$ cat src/rtl/seg7_scan_driver_if.sv
// rtl/seg7_scan_driver_if.sv - control/pattern inputs and display outputs of the 7-segment scan driver
//
// Signals:
//   enable, load              scan enable and 1-cycle capture strobe
//   digit1..digit4 [6:0]      active-low segment patterns {g..a}, digit1 leftmost
//   dp_in [3:0]               active-low decimal points, [3]=digit1 .. [0]=digit4
//   seg_n [6:0], dp_n         shared segment bus and decimal point, active low
//   an_n [3:0]                anode enables, active low, [3]=digit1 .. [0]=digit4
//   frame_done                1-cycle pulse when the scan wraps to digit1
// Modports: master drives patterns/controls, slave is the display driver.
interface seg7_scan_driver_if;
  logic       enable;
  logic       load;
  logic [6:0] digit1;
  logic [6:0] digit2;
  logic [6:0] digit3;
  logic [6:0] digit4;
  logic [3:0] dp_in;
  logic [6:0] seg_n;
  logic       dp_n;
  logic [3:0] an_n;
  logic       frame_done;

  modport master (
    output enable, load, digit1, digit2, digit3, digit4, dp_in,
    input  seg_n, dp_n, an_n, frame_done
  );

  modport slave (
    input  enable, load, digit1, digit2, digit3, digit4, dp_in,
    output seg_n, dp_n, an_n, frame_done
  );
endinterface

$ cat src/rtl/seg7_scan_driver.sv
// rtl/seg7_scan_driver.sv - double-buffered time-multiplexed 4-digit common-anode 7-segment driver
//
// Ports:
//   clk     system clock
//   rst_n   asynchronous active-low reset
//   bus     seg7_scan_driver_if.slave (enable, load, digit1..4, dp_in -> seg_n, dp_n, an_n, frame_done)
// Parameters:
//   REFRESH_DIV   clk cycles per digit slot (>= 2)
//   GUARD_CYCLES  anode-off cycles at the end of each slot (< REFRESH_DIV)
// Configuration macro:
//   SEG7_GHOST_GUARD_EN  blank anodes/segments for the last GUARD_CYCLES of every slot;
//                        when undefined the anodes stay on for the whole slot.
module seg7_scan_driver #(
  parameter int REFRESH_DIV  = 50000,
  parameter int GUARD_CYCLES = 2
) (
  input  logic               clk,
  input  logic               rst_n,
  seg7_scan_driver_if.slave  bus
);

  localparam int PW = (REFRESH_DIV > 2) ? $clog2(REFRESH_DIV) : 1;
  localparam logic [PW-1:0] LAST_CNT = PW'(REFRESH_DIV - 1);

  logic [PW-1:0] prescaler;
  logic [1:0]    index;
  logic          tick;
  logic          boundary;

  logic [6:0]    pending   [4];
  logic [3:0]    pending_dp;
  logic          pending_valid;
  logic [6:0]    active    [4];
  logic [3:0]    active_dp;
  logic [6:0]    in_digit  [4];

  logic [6:0]    nxt_seg;
  logic          nxt_dp;
  logic [3:0]    nxt_an;

  always_comb begin
    in_digit[0] = bus.digit1;
    in_digit[1] = bus.digit2;
    in_digit[2] = bus.digit3;
    in_digit[3] = bus.digit4;
  end

  assign tick = (prescaler == LAST_CNT);
  // A prescaler left at its last count when enable drops must not count as a boundary.
  assign boundary = bus.enable && tick && (index == 2'd3);

  // Slot timing: held at digit1 / count 0 while disabled so re-enable starts a full slot.
  always_ff @(posedge clk or negedge rst_n) begin
    if (!rst_n) begin
      prescaler <= '0;
      index     <= 2'd0;
    end else if (!bus.enable) begin
      prescaler <= '0;
      index     <= 2'd0;
    end else if (tick) begin
      prescaler <= '0;
      index     <= index + 2'd1;
    end else begin
      prescaler <= prescaler + PW'(1);
    end
  end

  // Double buffer: active only changes on a frame boundary so a frame never mixes
  // old and new digits. A load landing on the boundary itself bypasses pending.
  always_ff @(posedge clk or negedge rst_n) begin
    if (!rst_n) begin
      for (int i = 0; i < 4; i++) begin
        pending[i] <= 7'h7F;
        active[i]  <= 7'h7F;
      end
      pending_dp    <= 4'hF;
      active_dp     <= 4'hF;
      pending_valid <= 1'b0;
    end else begin
      if (boundary) begin
        if (bus.load) begin
          for (int i = 0; i < 4; i++) active[i] <= in_digit[i];
          active_dp <= bus.dp_in;
        end else if (pending_valid) begin
          for (int i = 0; i < 4; i++) active[i] <= pending[i];
          active_dp <= pending_dp;
        end
        pending_valid <= 1'b0;
      end else if (bus.load) begin
        for (int i = 0; i < 4; i++) pending[i] <= in_digit[i];
        pending_dp    <= bus.dp_in;
        pending_valid <= 1'b1;
      end
    end
  end

`ifdef SEG7_GHOST_GUARD_EN
  localparam logic [PW-1:0] GUARD_START = PW'(REFRESH_DIV - GUARD_CYCLES);
`endif

  always_comb begin
    nxt_seg = 7'h7F;
    nxt_dp  = 1'b1;
    nxt_an  = 4'hF;
    if (bus.enable) begin
      nxt_seg = active[index];
      nxt_dp  = active_dp[2'd3 - index];
      nxt_an  = ~(4'b1000 >> index);
`ifdef SEG7_GHOST_GUARD_EN
      // Dead time before the next digit; the decimal point follows its digit as usual.
      if (prescaler >= GUARD_START) begin
        nxt_an  = 4'hF;
        nxt_seg = 7'h7F;
      end
`endif
    end
  end

  always_ff @(posedge clk or negedge rst_n) begin
    if (!rst_n) begin
      bus.seg_n      <= 7'h7F;
      bus.dp_n       <= 1'b1;
      bus.an_n       <= 4'hF;
      bus.frame_done <= 1'b0;
    end else begin
      bus.seg_n      <= nxt_seg;
      bus.dp_n       <= nxt_dp;
      bus.an_n       <= nxt_an;
      bus.frame_done <= boundary;
    end
  end

endmodule
$ cat src/flat_wrapper.sv
// flat-port wrapper written by rule: the top's interface ports become plain ports
module seg7_scan_driver_flat 
#(
  parameter int REFRESH_DIV  = 50000,
  parameter int GUARD_CYCLES = 2
)
  (clk, rst_n, bus_enable, bus_load, bus_digit1, bus_digit2, bus_digit3, bus_digit4, bus_dp_in, bus_seg_n, bus_dp_n, bus_an_n, bus_frame_done);
  seg7_scan_driver_if bus_i ();
  input  logic clk;
  input  logic rst_n;
  input wire logic [$bits(bus_i.enable)-1:0] bus_enable;
  input wire logic [$bits(bus_i.load)-1:0] bus_load;
  input wire logic [$bits(bus_i.digit1)-1:0] bus_digit1;
  input wire logic [$bits(bus_i.digit2)-1:0] bus_digit2;
  input wire logic [$bits(bus_i.digit3)-1:0] bus_digit3;
  input wire logic [$bits(bus_i.digit4)-1:0] bus_digit4;
  input wire logic [$bits(bus_i.dp_in)-1:0] bus_dp_in;
  output wire logic [$bits(bus_i.seg_n)-1:0] bus_seg_n;
  output wire logic [$bits(bus_i.dp_n)-1:0] bus_dp_n;
  output wire logic [$bits(bus_i.an_n)-1:0] bus_an_n;
  output wire logic [$bits(bus_i.frame_done)-1:0] bus_frame_done;
  assign bus_i.enable = bus_enable;
  assign bus_i.load = bus_load;
  assign bus_i.digit1 = bus_digit1;
  assign bus_i.digit2 = bus_digit2;
  assign bus_i.digit3 = bus_digit3;
  assign bus_i.digit4 = bus_digit4;
  assign bus_i.dp_in = bus_dp_in;
  assign bus_seg_n = bus_i.seg_n;
  assign bus_dp_n = bus_i.dp_n;
  assign bus_an_n = bus_i.an_n;
  assign bus_frame_done = bus_i.frame_done;
  seg7_scan_driver #(.REFRESH_DIV(REFRESH_DIV), .GUARD_CYCLES(GUARD_CYCLES)) u_core (.clk(clk), .rst_n(rst_n), .bus(bus_i));
endmodule
$ cat config.mk
export PLATFORM = sky130hd
export DESIGN_NAME = seg7_scan_driver_flat
export DESIGN_NICKNAME = d
export VERILOG_FILES = /design/src/rtl/seg7_scan_driver_if.sv /design/src/rtl/seg7_scan_driver.sv /design/src/flat_wrapper.sv
export SDC_FILE = /design/constraint.sdc
export NUM_CORES = 1
export LEC_CHECK = 0
export BUFFER_PORTS_ARGS = -buffer_cell sky130_fd_sc_hd__buf_4
export CORE_MARGIN = 1.5
export CORE_UTILIZATION = 40
export DETAILED_ROUTE_END_ITERATION = 8
export GPL_TIMING_DRIVEN = 0
export SYNTH_ARGS = -nofsm -noshare
export SYNTH_HDL_FRONTEND = slang
export SYNTH_SLANG_ARGS = --single-unit
$ cat constraint.sdc
create_clock -name clk -period 2 [get_ports clk]
set_input_delay 0.4 -clock clk [delete_from_list [all_inputs] [get_ports clk]]
set_output_delay 0.4 -clock clk [all_outputs]
set_load 0.05 [all_outputs]
# == Yosys cells after proc, flatten, opt, wreduce, memory -nomap -nowiden ==
# Index checks and enable logic that the tools add are counted.
# totals
register_bits,96
input_bits,36
out_inout_bits,13
elab_cells,53
# classes
n_addsub,3
magnitude_cmp,2
n_eq_ne,3
shift,1
n_mux,18
bitwise,3
n_reduce_logical,6
# ops
operator,n
two-way mux 28 bit,2
two-way mux 16 bit,2
two-way mux 7 bit,3
adder 16 x 1 -> 16 bit (second input constant),1
equality test 16 bit (second input constant),1
binary-select mux 7 bit (select 2 bit),1
two-way mux 4 bit,3
two-way mux 1 bit,4
two-way mux 2 bit,2
NOT 4 bit,1
AND reduction 2 bit,2
nonzero test 2 bit,2
>> shifter 4 x 2 -> 4 bit (first input constant),1
>= comparator 3 bit (second input constant),1
less-than comparator 2 x 3 -> 1 bit (second input constant),1
NOT 2 -> 3 bit,1
adder 2 x 1 -> 2 bit (second input constant),1
binary-select mux 1 bit (select 2 bit),1
equality test 2 bit (second input constant),1
logical AND 1 bit,2
inequality test 2 x 1 -> 1 bit (second input constant),1
subtractor 2 bit (first input constant),1
NOT 1 bit,1

# == Longest topological paths before layout ==
# Gate-level depths: netlist of run 1.
# logic_depth
depth_word,5
ltp_mapped,7
mapped_depth_nobuf,5

# == Least setup slack after synthesis of run 1 ==
# No wires, ideal clock.
# synth_path
path_kind,flip-flop to flip-flop
startpoint,register u_core.prescaler[0]
endpoint,register u_core.active[0] (netlist bit)
setup_ps,82
arrival_time_ps,2064
required_ps,1918
slack_ps,-147
path_stages_with_launch,8
path_buffers,2
synth_period_minus_slack_ps,2147
path_cell_list,dfrtp_1 > ha_1 > nand3_1 > nand4b_4 > or4_4 > buf_6 > buf_6 > mux2_4
# synth_via
elab_chain_cells,4
# synth_rtl
item,line,text
start: declaration,seg7_scan_driver.sv:25,logic [PW-1:0] prescaler;
start signal: assignment,seg7_scan_driver.sv:64,prescaler <= prescaler + PW'(1);
equality test 16 bit,seg7_scan_driver.sv:48,assign tick = (prescaler == LAST_CNT);
logical AND 1 bit (2 in a row),seg7_scan_driver.sv:50,assign boundary = bus.enable && tick && (index == 2'd3);
AND reduction 2 bit (no line),--,
end signal: indexed assignment,seg7_scan_driver.sv:74,active[i] <= 7'h7F;
end: declaration,seg7_scan_driver.sv:33,logic [6:0] active [4];
# No other way between the ends.
# A chain may end at the register's enable or synchronous reset.

# == Final worst setup path of run 1 ==
# layout_path
startpoint,register u_core.prescaler[12]
endpoint,register u_core.active[15] (netlist bit)
# Same word-level chain as after synthesis.

==> results.toml, run 1 <==
[cells_and_area]
diodes = 0
syn2layout_area_growth_pct = 21.64
drive_gt1_frac = 0.4658
design_area_sq_mm = 0.005528
fin_cells = 593
final_nets = 489

[worst_setup_path]
critPathLaunchType = "flip-flop"
crit_required_ps = 2260
crit_chain = "nor4b_4, nand4b_4, or4_4, buf_8, mux2_4"
setup.worst_path.class = "reg -> reg"
worst_ep_arrival_time_ps = 2360
crit_path_top_delay_cell = "or4_4"
slowest_delay_ps = 610
path_buf_inv = 1
critPathCaptureType = "flip-flop"
cp_max_fo = 10
crit_family = "simple AND/OR/NAND/NOR gates"

[place]
placed_cell_area_sq_mm = 0.005095
gp_routability_congestion = 0.7672
place_inst = 569
port_buffers = 48
hpwlAfterDp_mm = 6.666

[sta]
hold_viol_final = 0
rsz0062_at_grt = "yes"
tns_ps = -3172
slew_viol_final = 0
tightest_slew_ps = 1181
setup_viol = 47
fmax_mhz = 476.0
slew_headroom = 0.2125
fin_ws_ps = -100.9
fin_crit_sh = 1.050
min_period_ps = 2101
finalClockSkew_ps = 7.358

[global_routing]
grtUsageMet2 = 0.2773
use_met3 = 0.02371
grt_pass1_wl_mm = 16.11
grt_use_met1 = 0.2587
grt_overflow = 0
grt_usage = 0.1803
grt_pass1_vias = 3118
grt_antenna_before_repair = 0
grt_busiest_layer = "met2"
grt_max_degree = 97

[pwr]
power_frac_comb = 0.080
clock_power_share = 0.421
powerDensity_mw_per_mm2 = 764.3
p_switching_uw = 943.3
internal-power_uw = 3282
peakVddDrop_uv = 431.4
p_leak_uw = 0.002400
swShare = 0.2233
totalPowerFinal_uw = 4225
power.share.sequential = 0.499

[logic_synthesis]
ys_seq_elements = 96
synth_common_cells = "76 x dfstp_2, 44 x nand2_1, 36 x inv_1"
yosysTopAreaCellShare = 0.4394
synth_cell_types = 29
synthFlopType = "dfstp_2"
yosysMostFrequentCell = "dfstp_2"
synth.avg_cell_area_sq_um = 11.93
async_flop_share = 1.000
postSynthCellCount = 381
synth.area.top_cells = "dfstp_2 44%, dfrtp_1 11%, mux2_4 9.9%, o2bb2ai_1 6.2%, mux4_2 4.0%"
yosysTopAreaCell = "dfstp_2"
synth_edf_count = 0
syn_area_sq_mm = 0.004544
yosysWarningCount = 0
synthesis.nets = 422
synth-seq-area-share = 0.5496

[floorplanning]
initial_core_util = 0.4156
die_x_um = 109.6
core-area_sq_mm = 0.01094
num_rows = 38
dieArea_sq_mm = 0.01201
io_pins = 49
die_h_um = 109.6

[clocking]
clk-insertion-delay-late_ps = 340
cts_buffer_depth = 2
clock_sinks = 96
cts_tree = "yes"
path_clk_slew_ps = 60
cts_root_buf = "clkbuf_16"
cts_max_level = 3
numCtsBuffers = 9

[min_path]
hp-class = "in -> reg"

[run_status]
run_status = "finished with violations"
failed_checks = "setup timing"

[routing]
dr.pass1.iters = 5
routedWlPerCell_um = 16.24
dr.first_iter.drc_count = 130
drt.antenna.violating_nets = 0
avgViaCountPerCell = 5.010
post-route-drc-count = 0
wl_mm = 9.633
vias = 2971

[run]
drv_cap = 0
-- state kept, by name (all words and copies together) (netlist names) --
signal                 cells
u_core.active_dp           4
u_core.bus.dp_n            1
u_core.index               2
u_core.active             28
u_core.bus.seg_n           7
u_core.pending_dp          4
u_core.pending_valid       1
u_core.pending            28
u_core.bus.frame_done      1
u_core.prescaler          16
u_core.bus.an_n            4
-- kinds of logic after synthesis --
family	count (synthesis)	synth area share
xor+xnor	14	0.02698
simple gates	99	0.1074
compound gates	68	0.1019
flops	96	0.5496
buf+inv	58	0.05452
mux	41	0.1459
fa+ha+maj	5	0.01377
-- stage by stage --
stage / util / worst slack [ps] / hold WS, ps
after floorplan: - / -64.42 / 104.4
final: 0.5055 / -100.9 / 277.7
after global routing: 0.5055 / -153.9 / 281.2
after detailed placement: 0.4659 / -528.2 / 473.4
after CTS: 0.5025 / -129.5 / 261.1
after global placement: 0.4659 / -513.1 / 470.6
-- area by class of cell --
| type | count | area [sq um] |
|---|---|---|
| repair buffers | 58 | 435.4 |
| fillers | 1014 | 5408 |
| multi-input cells | 227 | 1844 |
| well taps | 140 | 175.2 |
| clock buffers | 14 | 275.3 |
| flip-flops and latches | 96 | 2501 |
| inverters | 36 | 135.1 |
| plain buffers | 20 | 126.4 |
| clock inverters | 2 | 35.03 |
-- path summary, 6_finish.rpt --
path	from	to	slack, ps	cells past startpoint
max	u_core.prescaler[12]	u_core.active[15]	-100	5
min	bus_enable	u_core.bus.dp_n	280	2
max reg2reg	u_core.prescaler[12]	u_core.active[15]	-100	5
min reg2reg	u_core.pending[8]	u_core.pending[8]	480	1
max in group asynchronous	rst_n	u_core.prescaler[13]	860	1
min in group asynchronous	rst_n	u_core.bus.frame_done	290	1
-- worst reg2reg max path: stages, from the launching register on --
cell and delay [ps]:
dfrtp_2 430, nor4b_4 320, nand4b_4 180, or4_4 610, buf_8 190, mux2_4 300
-- power groups by stage --
| stage | Combinational [uW] | Sequential (uW) | Clock (uW) |
|---|---|---|---|
| floorplan | 143 | 2160 | 0 |
| global placement | 329 | 2130 | 0 |
| detailed placement | 335 | 2140 | 0 |
| CTS | 345 | 2110 | 1820 |
| global route | 385 | 2120 | 1910 |
| finish | 339 | 2110 | 1780 |
-- cell usage in the layout (no fill, tap or decap), types with 13 or more instances in the layout --
cell type	instances
dfstp_2	76
buf_4	58
nand2_1	44
inv_1	36
o21ai_0	34
o2bb2ai_1	32
mux2_4	30
nor2_1	23
dfrtp_1	17
xnor2_1	13
-- per-layer routing --
layer	share of wire	vias to the layer above
li1	-	1444
met1	0.48	1459
met2	0.46	60
met3	0.043	8
met4	0.013	0
met5	0	-
-- what timing repair did --
| item | CTS | global route |
|---|---|---|
| pin swaps | 4 | 1 |
| setup endpoints to repair | 74 | 80 |
| gates resized for setup | 16 | 8 |
| hold buffers | 0 | 0 |
| setup buffers | 7 | 3 |
Power figures use the tool's default switching activity.
==> inputs of run 2 (changes only) <==
- CORE_ASPECT_RATIO: not set -> 1.75
==> run 2 against run 1 <==
Effect of this change:
- clock-buffer cell count decreased by 1
- register-to-register slack barely moved
- the flow still finishes with violations (setup timing)
- final cell count is 1.7% lower
- non-clock buffer count decreased by 2
- largest cell class unchanged
- routed wire length grew 6.8%
- power down 2.5%
- worst setup slack gained 14 ps
- via count grew 1.2%
- clock skew is 1.4 ps lower
- die area rose by 0.21%
- utilization fell by 1.1 points
- highest routed layer unchanged
- critical endpoint is now u_core.active[18]
- maximum frequency up 0.69%
==> results.toml, run 2 (synthesized netlist as in run 1, its figures left out) <==
[floorplanning]
initial_core_util = 0.4093
dieArea_sq_mm = 0.01203
die_x_um = 83.57
io_pins = 49
core-area_sq_mm = 0.01110
die_h_um = 144
num_rows = 51

[cells_and_area]
diodes = 0
syn2layout_area_growth_pct = 20.84
biggestRegsByFlops = "u_core.active x28, u_core.pending x28, u_core.prescaler x16"
drive_gt1_frac = 0.4634
final_common_cell = "dfstp_2"
nFillCells = 1017
final_nets = 487
final_cell_mix = "76 x dfstp_2, 57 x buf_4, 44 x nand2_1, 36 x inv_1, 34 x o21ai_0"

[clocking]
path_clk_slew_ps = 60
cts_root_buf = "clkbuf_16"
cts_buffer_depth = 2
clock_sinks = 96
cts_tree = "yes"
cts_max_level = 3
numCtsBuffers = 9
clk-insertion-delay-late_ps = 350

[place]
gp_routability_congestion = 0.8362
port_buffers = 48
place_ws_ps = -512.4
hpwlAfterDp_mm = 7.129

[worst_setup_path]
worst_ep_arrival_time_ps = 2360
critPathCaptureType = "flip-flop"
critPathLaunchType = "flip-flop"
cp_max_fo = 10
setup.worst_path.class = "reg -> reg"
crit_required_ps = 2280

[sta]
slew_viol_final = 0
rsz0062_at_grt = "yes"
hold_viol_final = 0
fmax_mhz = 479.3
fin_ws_ps = -86.40
finalClockSkew_ps = 6.005
timing.hold.ws_ps = 268.0
slew_headroom = 0.1995
tightest_slew_ps = 1201
setup_viol = 32
min_period_ps = 2086
fin_crit_sh = 1.043

[run_status]
failed_checks = "setup timing"
run_status = "finished with violations"

[routing]
avgViaCountPerCell = 5.156
drt.antenna.violating_nets = 0
wl_mm = 10.29
dr.pass1.iters = 4
vias = 3006
dr.first_iter.drc_count = 143
post-route-drc-count = 0
routedWlPerCell_um = 17.65

[min_path]
hp-class = "in -> reg"

[global_routing]
grt_pass1_vias = 3240
grt_antenna_before_repair = 0
grt_usage = 0.1858
grt_pass1_wl_mm = 16.96
grt_max_degree = 97
grt_overflow = 0

[run]
drv_cap = 0

[pwr]
p_leak_uw = 0.002369
powerDensity_mw_per_mm2 = 749.8
peakVddDrop_uv = 523.2
[run 2: cell count changes in the layout (fill, tap and decap cells not counted), sizes merged]
cell / before / now
clkbuf: 30 / 27
clkinv: 1 / 3
buf: 62 / 61
bufinv: 1 / 0
clkdlybuf4s15: 0 / 1
[run 2: critical path: stages, from the launching register on]
cell and delay [ps]:
dfrtp_2 440, nor4b_4 320, nand4b_4 160, or4_4 610, buf_8 190, mux2_4 300
[run 2: through the flow]
step / setup TNS [ps] / power (uW) / utilization / cell area, sq um / instances
2_1_floorplan: -1933 / 2305 / - / 4559 / 381
3_3_place_gp: -22230 / 2460 / 0.4580 / 5085 / 561
3_5_place_dp: -23050 / 2473 / 0.4580 / 5085 / 561
4_1_cts: -4591 / 4164 / 0.4906 / 5448 / 580
5_1_grt: -6172 / 4290 / 0.4946 / 5492 / 583
6_report: -2427 / 4118 / 0.4946 / 5492 / 583
[run 2: power by group]
group	switching (uW)	internal, uW
registers	40.7	2070
clock network	725	948
logic	204	133
[run 2: what timing repair did]
action                                  4_1_cts  5_1_grt
cloned                                        0        0
endpoints found under the setup margin       79       64
pin swaps                                     4        3
hold buffers                                  0        0
setup buffers                                 5        3
gates resized for setup                      18        9
[run 2: area by class of cell]
class | count | area [sq um] | share of cell area
Multi-Input combinational cell | 227 | 1847 | 0.3363
Inverter | 36 | 135.1 | 0.02461
Buffer | 20 | 137.6 | 0.02506
Tap cell | 132 | 165.2 | 0.03008
Clock inverter | 3 | 15.01 | 0.002734
Clock buffer | 13 | 271.5 | 0.04944
Sequential cell | 96 | 2500 | 0.4552
Timing Repair Buffer | 56 | 420.4 | 0.07655
[run 2: path summary, 6_finish.rpt]
kind | startpoint | to | slack (ps) | depth (start not counted)
max reg2reg | u_core.prescaler[12] | u_core.active[18] | -90 | 5
max in group asynchronous | rst_n | u_core.prescaler[10] | 920 | 1
min reg2reg | u_core.pending_dp[1] | u_core.pending_dp[1] | 480 | 1
min | bus_enable | u_core.bus.seg_n[1] | 270 | 2
min in group asynchronous | rst_n | u_core.prescaler[9] | 280 | 1
max | u_core.prescaler[12] | u_core.active[18] | -90 | 5
[run 2: layer usage]
layer	vias up	wire, um	global-route usage
li1	1428	-	-
met1	1499	4199	0.2209
met4	0	318	0.1070
met2	56	5522	0.3217
met5	-	0	0
met3	23	248	0.02568
